File: src/rtl/hazard_scoreboard.sv
// Register-dependency scoreboard for the decode stage.
// Each architectural register r (1..31) has a 2-bit pending counter. It is
// loaded with the producer latency when a writer issues, and counts down
// while the pipeline advances. A decode instruction whose sources are still
// pending must stall.
//
// Ports:
//   clk, rst_n        clock, synchronous active-low reset
//   id_*              decode-stage instruction fields
//   ex_ready          execute accepts an instruction (0 freezes the pipeline)
//   flush             kill the decode instruction this cycle
//   issue, stall      combinational issue / hold decisions
//   ex_bubble         registered: execute holds a NOP this cycle
//   busy_mask         combinational: bit r set while register r is pending
//   stall_count       registered saturating stall-cycle counter
module hazard_scoreboard #(
    parameter int unsigned ALU_LAT  = 1,
    parameter int unsigned LOAD_LAT = 2
) (
    input  logic        clk,
    input  logic        rst_n,
    input  logic        id_valid,
    input  logic [4:0]  id_rs_addr,
    input  logic [4:0]  id_rt_addr,
    input  logic        id_uses_rs,
    input  logic        id_uses_rt,
    input  logic [4:0]  id_dest_addr,
    input  logic        id_writes,
    input  logic        id_is_load,
    input  logic        ex_ready,
    input  logic        flush,
    output logic        issue,
    output logic        stall,
    output logic        ex_bubble,
    output logic [31:0] busy_mask,
    output logic [15:0] stall_count
);

    localparam int unsigned NUM_REGS = 32;
    localparam int unsigned CNT_W    = 2;
    localparam int unsigned STALL_W  = 16;

    localparam logic [CNT_W-1:0]   ALU_CNT   = CNT_W'(ALU_LAT);
    localparam logic [CNT_W-1:0]   LOAD_CNT  = CNT_W'(LOAD_LAT);
    localparam logic [STALL_W-1:0] STALL_MAX = '1;

    logic [CNT_W-1:0] cnt [NUM_REGS];
    logic             rs_pending;
    logic             rt_pending;
    logic             hazard;
    logic             load_dest;

    // Hazard is judged on the counters as they stand before this edge, so a
    // self-dependent instruction never sees its own freshly loaded counter.
    always_comb begin
        rs_pending = id_uses_rs && (id_rs_addr != 5'd0) && (cnt[id_rs_addr] != '0);
        rt_pending = id_uses_rt && (id_rt_addr != 5'd0) && (cnt[id_rt_addr] != '0);
        hazard     = rs_pending || rt_pending;
        issue      = id_valid && !hazard && ex_ready && !flush;
        stall      = id_valid && !flush && (hazard || !ex_ready);
        load_dest  = issue && id_writes && (id_dest_addr != 5'd0);
    end

    // Pending-register view; register 0 is hard-wired idle.
    always_comb begin
        busy_mask = '0;
        for (int r = 1; r < NUM_REGS; r++) begin
            busy_mask[r] = (cnt[r] != '0);
        end
    end

    // Counters and execute bubble advance only when execute accepts.
    always_ff @(posedge clk) begin
        if (!rst_n) begin
            for (int r = 0; r < NUM_REGS; r++) begin
                cnt[r] <= '0;
            end
            ex_bubble <= 1'b1;
        end else begin
            cnt[0] <= '0;
            if (ex_ready) begin
                for (int r = 1; r < NUM_REGS; r++) begin
                    if (load_dest && (id_dest_addr == 5'(r))) begin
                        cnt[r] <= id_is_load ? LOAD_CNT : ALU_CNT;
                    end else if (cnt[r] != '0) begin
                        cnt[r] <= cnt[r] - CNT_W'(1);
                    end
                end
                ex_bubble <= !issue;
            end
        end
    end

    // Stall cycles are counted even while the pipeline is frozen.
    always_ff @(posedge clk) begin
        if (!rst_n) begin
            stall_count <= '0;
        end else if (stall && (stall_count != STALL_MAX)) begin
            stall_count <= stall_count + STALL_W'(1);
        end
    end

endmodule

File: config.mk
export PLATFORM = sky130hd
export DESIGN_NAME = hazard_scoreboard
export DESIGN_NICKNAME = d
export VERILOG_FILES = /design/src/rtl/hazard_scoreboard.sv
export SDC_FILE = /design/constraint.sdc
export NUM_CORES = 1
export LEC_CHECK = 0
export CAP_MARGIN = 25
export CORE_ASPECT_RATIO = 1.1
export CORE_MARGIN = 2
export CORE_UTILIZATION = 35
export CTS_CLUSTER_DIAMETER = 100
export CTS_CLUSTER_SIZE = 12
export DETAILED_ROUTE_END_ITERATION = 12
export PLACE_DENSITY = 0.64
export SKIP_CTS_REPAIR_TIMING = 1
export SLEW_MARGIN = 40
export SYNTH_ARGS = -nofsm -noshare
export SYNTH_HDL_FRONTEND = slang
export SYNTH_SLANG_ARGS = --single-unit
File: constraint.sdc
create_clock -name clk -period 3.8 [get_ports clk]
set_clock_uncertainty 0.2 [all_clocks]
set_input_delay 0.76 -clock clk [delete_from_list [all_inputs] [get_ports clk]]
set_output_delay 0.76 -clock clk [all_outputs]
set_load 0.03 [all_outputs]
==> flow_summary.yaml <==
setup_path:
  critPathLaunchType: "input port"
  critPathMaxFanout: 5
  slowest_stage: "clkdlybuf4s50_1"
  r2r-start: "cnt[3][0]$_SDFFCE_PN0P_"
  path_delay_family: "buffers and inverters"
  path_cells: "clkdlybuf4s50_1 -> nor2_1 -> a211oi_1 -> o311ai_0 -> o21a_1 -> o22ai_4 -> buf_4 -> nor3_4 -> buf_12 -> buf_6"
  critical_path_buf_inv_count: 4
  critical_path_arrival_ns: 2.63
  cp-startpoint: "id_rs_addr[2]"
  max_stage_delay_ns: 0.47
  critPathKind: "in -> out"
  cp-end-kind: "primary output"
  cp.required_ns: 2.84
finish:
  layout.nets: 828
  synthToLayoutAreaGrowth_pct: 28.1
  final.fill_count: 1612
  finish.cell_count_without_fillers: 1010
  fin_area_sq_um: 7730
  drive_above_1_share: 0.152
  num_antenna_cells: 0
  utilization: 0.456
  multi_input_area_sq_um: 3310
  seqCellArea_sq_um: 2200
sta:
  rsz0062_at_grt: "no"
  fmax_ghz: 0.278
  maxSlewViolCount: 0
  tightest_slew_ns: 0.758
  fin_crit_sh: 0.945
  min_period_ns: 3.59
  setup_viol: 0
  hold_viol: 0
  slew_headroom: 0.495
logic_synthesis:
  syn_area_per_cell_sq_um: 9.09
  seq_area_frac_synth: 0.365
  mappedNetlistArea_sq_um: 6040
  syn_nets: 720
  synth_cell_types: 57
  syn_inst: 664
  synth_edf_count: 62
  synth-warning-count: 0
  synth_flop_cell: "edfxtp_1"
  ys_ff_latch: 79
  async_reset_ff_frac: 0
die:
  die_h_um: 142
  start_util: 0.356
  design.core.area_sq_um: 17000
  design.portCount: 75
  die_w_um: 129
  die_area_sq_um: 18300
  fp-row-count: 50
power_and_ir_drop:
  power_frac_clock: 0.332
  switching_power_mw: 0.955
  ir_drop_mv: 0.251
  leakage_nw: 3.45
  p_per_area_nw_per_um2: 391
  comb_power_share: 0.303
  power_frac_seq: 0.365
  p_sw_frac: 0.316
  internal_power_mw: 2.07
place:
  port_buffers: 73
  post-dp-hpwl_mm: 12.0
  gp_congestion: 0.836
  dp.cells: 989
  placed_cell_area_sq_um: 7310
clocking:
  root_buffer: "clkbuf_16"
  cts_sinks: 79
  h-tree-depth: 3
  insertion_delay_ns: 0.35
  numCtsBuffers: 9
  path_clk_slew_ns: 0.06
  cts_buffer_depth: 2
  cts_tree: "done"
routing:
  dr.pass1.iters: 4
  vias_per_cell: 5.17
  wl_mm: 16.3
  drt_iter0_drc: 350
  vias: 5219
  post-route-drc-count: 0
  drt.antenna.violating_nets: 0
  wl_per_cell_um: 16.1
global_route:
  grt_max_degree: 36
  grt_pass1_wl_mm: 25.7
  antenna_found_initial: 0
  grt_use_total: 0.179
  grt_pass1_vias: 5030
  grt-ovfl-total: 0
worst_hold_path:
  min_from: "stall_count[9]$_SDFFE_PN0P_"
  hp-class: "reg -> reg"
outcome:
  status: "finished, final reports clean"
job:
  maxCapViolations: 0
[metal layers]
layer,GRT usage,vias to the layer above,wire (um)
met5,0,-,0
met4,0.0452,0,234
met3,0.0464,13,998
met2,0.294,127,7790
met1,0.236,2515,7290
li1,-,2564,-
[placed cells by master (no fill, tap or decap), drive strengths merged, types with 3 or more instances in the layout]
cell type,synthesis,layout
clkdlybuf4s50,0,63
nand2b,20,20
a21oi,18,18
mux2i,64,64
o31ai,6,6
or2,3,3
nand2,61,61
nand3,34,34
inv,100,100
a31oi,19,19
a311oi,3,3
o21ai,9,9
a211oi,3,3
nor3,11,11
o211ai,4,4
clkbuf,18,10
bufinv,0,3
or4,8,8
or3,39,39
and3,13,13
dlymetal6s2s,0,6
dfxtp,17,17
buf,18,63
o22ai,3,3
nor2,41,41
a21o,12,12
mux4,10,10
nor2b,7,7
nand4,4,4
ha,32,32
edfxtp,62,62
[flip-flops by register name, summed over array words and instances, names as in the netlist]
signal	cells
cnt	62
ex_bubble	1
stall_count	16
[logic make-up after synthesis]
group | after synthesis | share of synthesized area
xor gates and xnor gates | 2 | 0.00290
other | 1 | 0.000621
AOI/OAI and AO/OA | 90 | 0.105
muxes | 75 | 0.146
buffers and inverters | 136 | 0.0910
and+or+nand+nor | 249 | 0.223
adders and majority gates | 32 | 0.0663
DFF | 79 | 0.365
[worst register-to-register path, cell delays in order, from the launching register on]
cell      delay, ns
edfxtp_1       0.46
or3b_1         0.40
a221oi_1       0.30
o22ai_1        0.12
nand3b_1       0.14
o22ai_4        0.11
buf_4          0.15
buf_4          0.13
o21ai_2        0.60
buf_4          0.24
xor2_1         0.15
nor2_1         0.05
[power by group through the flow]
| stage | logic, mW | registers (mW) | clock network [mW] |
|---|---|---|---|
| 2_1_floorplan | 0.582 | 1.11 | 0 |
| 3_3_place_gp | 0.890 | 1.12 | 0 |
| 3_5_place_dp | 0.898 | 1.12 | 0 |
| 4_1_cts | 0.903 | 1.10 | 1.01 |
| 5_1_grt | 1.01 | 1.12 | 1.05 |
| 6_report | 0.917 | 1.10 | 1.00 |
[final timing paths]
kind         slack, ns                          end  depth (start not counted)
min reg2reg       0.30  stall_count[9]$_SDFFE_PN0P_                          2
max reg2reg       0.62  stall_count[0]$_SDFFE_PN0P_                         11
min               0.30  stall_count[9]$_SDFFE_PN0P_                          2
max               0.21                        issue                         10
[cell usage after synthesis, types with 7 or more instances]
cell,instances,area share
nand3_1,19,0.016
or4_1,8,0.0099
clkbuf_1,18,0.011
buf_2,7,0.0058
mux2i_1,64,0.11
inv_1,100,0.062
mux4_2,8,0.030
dfxtp_1,17,0.056
edfxtp_1,62,0.31
nor2b_1,7,0.0073
or3_1,39,0.040
nor3_1,10,0.0083
and3_1,13,0.013
nand2b_1,20,0.021
a21o_1,12,0.015
a31oi_1,19,0.020
nand3_2,15,0.025
nor2_1,41,0.025
nand2_1,61,0.038
ha_1,32,0.066
a21oi_1,18,0.015
[cell type report]
cell class / count / area share
Clock buffer: 9 / 0.0291
Clock inverter: 6 / 0.0142
Inverter: 100 / 0.0485
Multi-Input combinational cell: 449 / 0.428
Sequential cell: 79 / 0.285
Tap cell: 234 / 0.0379
Timing Repair Buffer: 133 / 0.157
[stage by stage]
| stage | TNS [ns] | setup slack (ns) | hold WS (ns) | power, mW |
|---|---|---|---|---|
| 3_5_place_dp | -5.64 | -0.224 | 0.293 | 2.02 |
| 2_1_floorplan | 0 | 0.0898 | 0.410 | 1.69 |
| 6_report | 0 | 0.209 | 0.303 | 3.03 |
| 3_3_place_gp | -2.59 | -0.206 | 0.285 | 2.01 |
| 4_1_cts | -0.383 | -0.235 | 0.305 | 3.02 |
| 5_1_grt | 0 | 0.0856 | 0.331 | 3.18 |
Power figures use the tool's default switching activity.
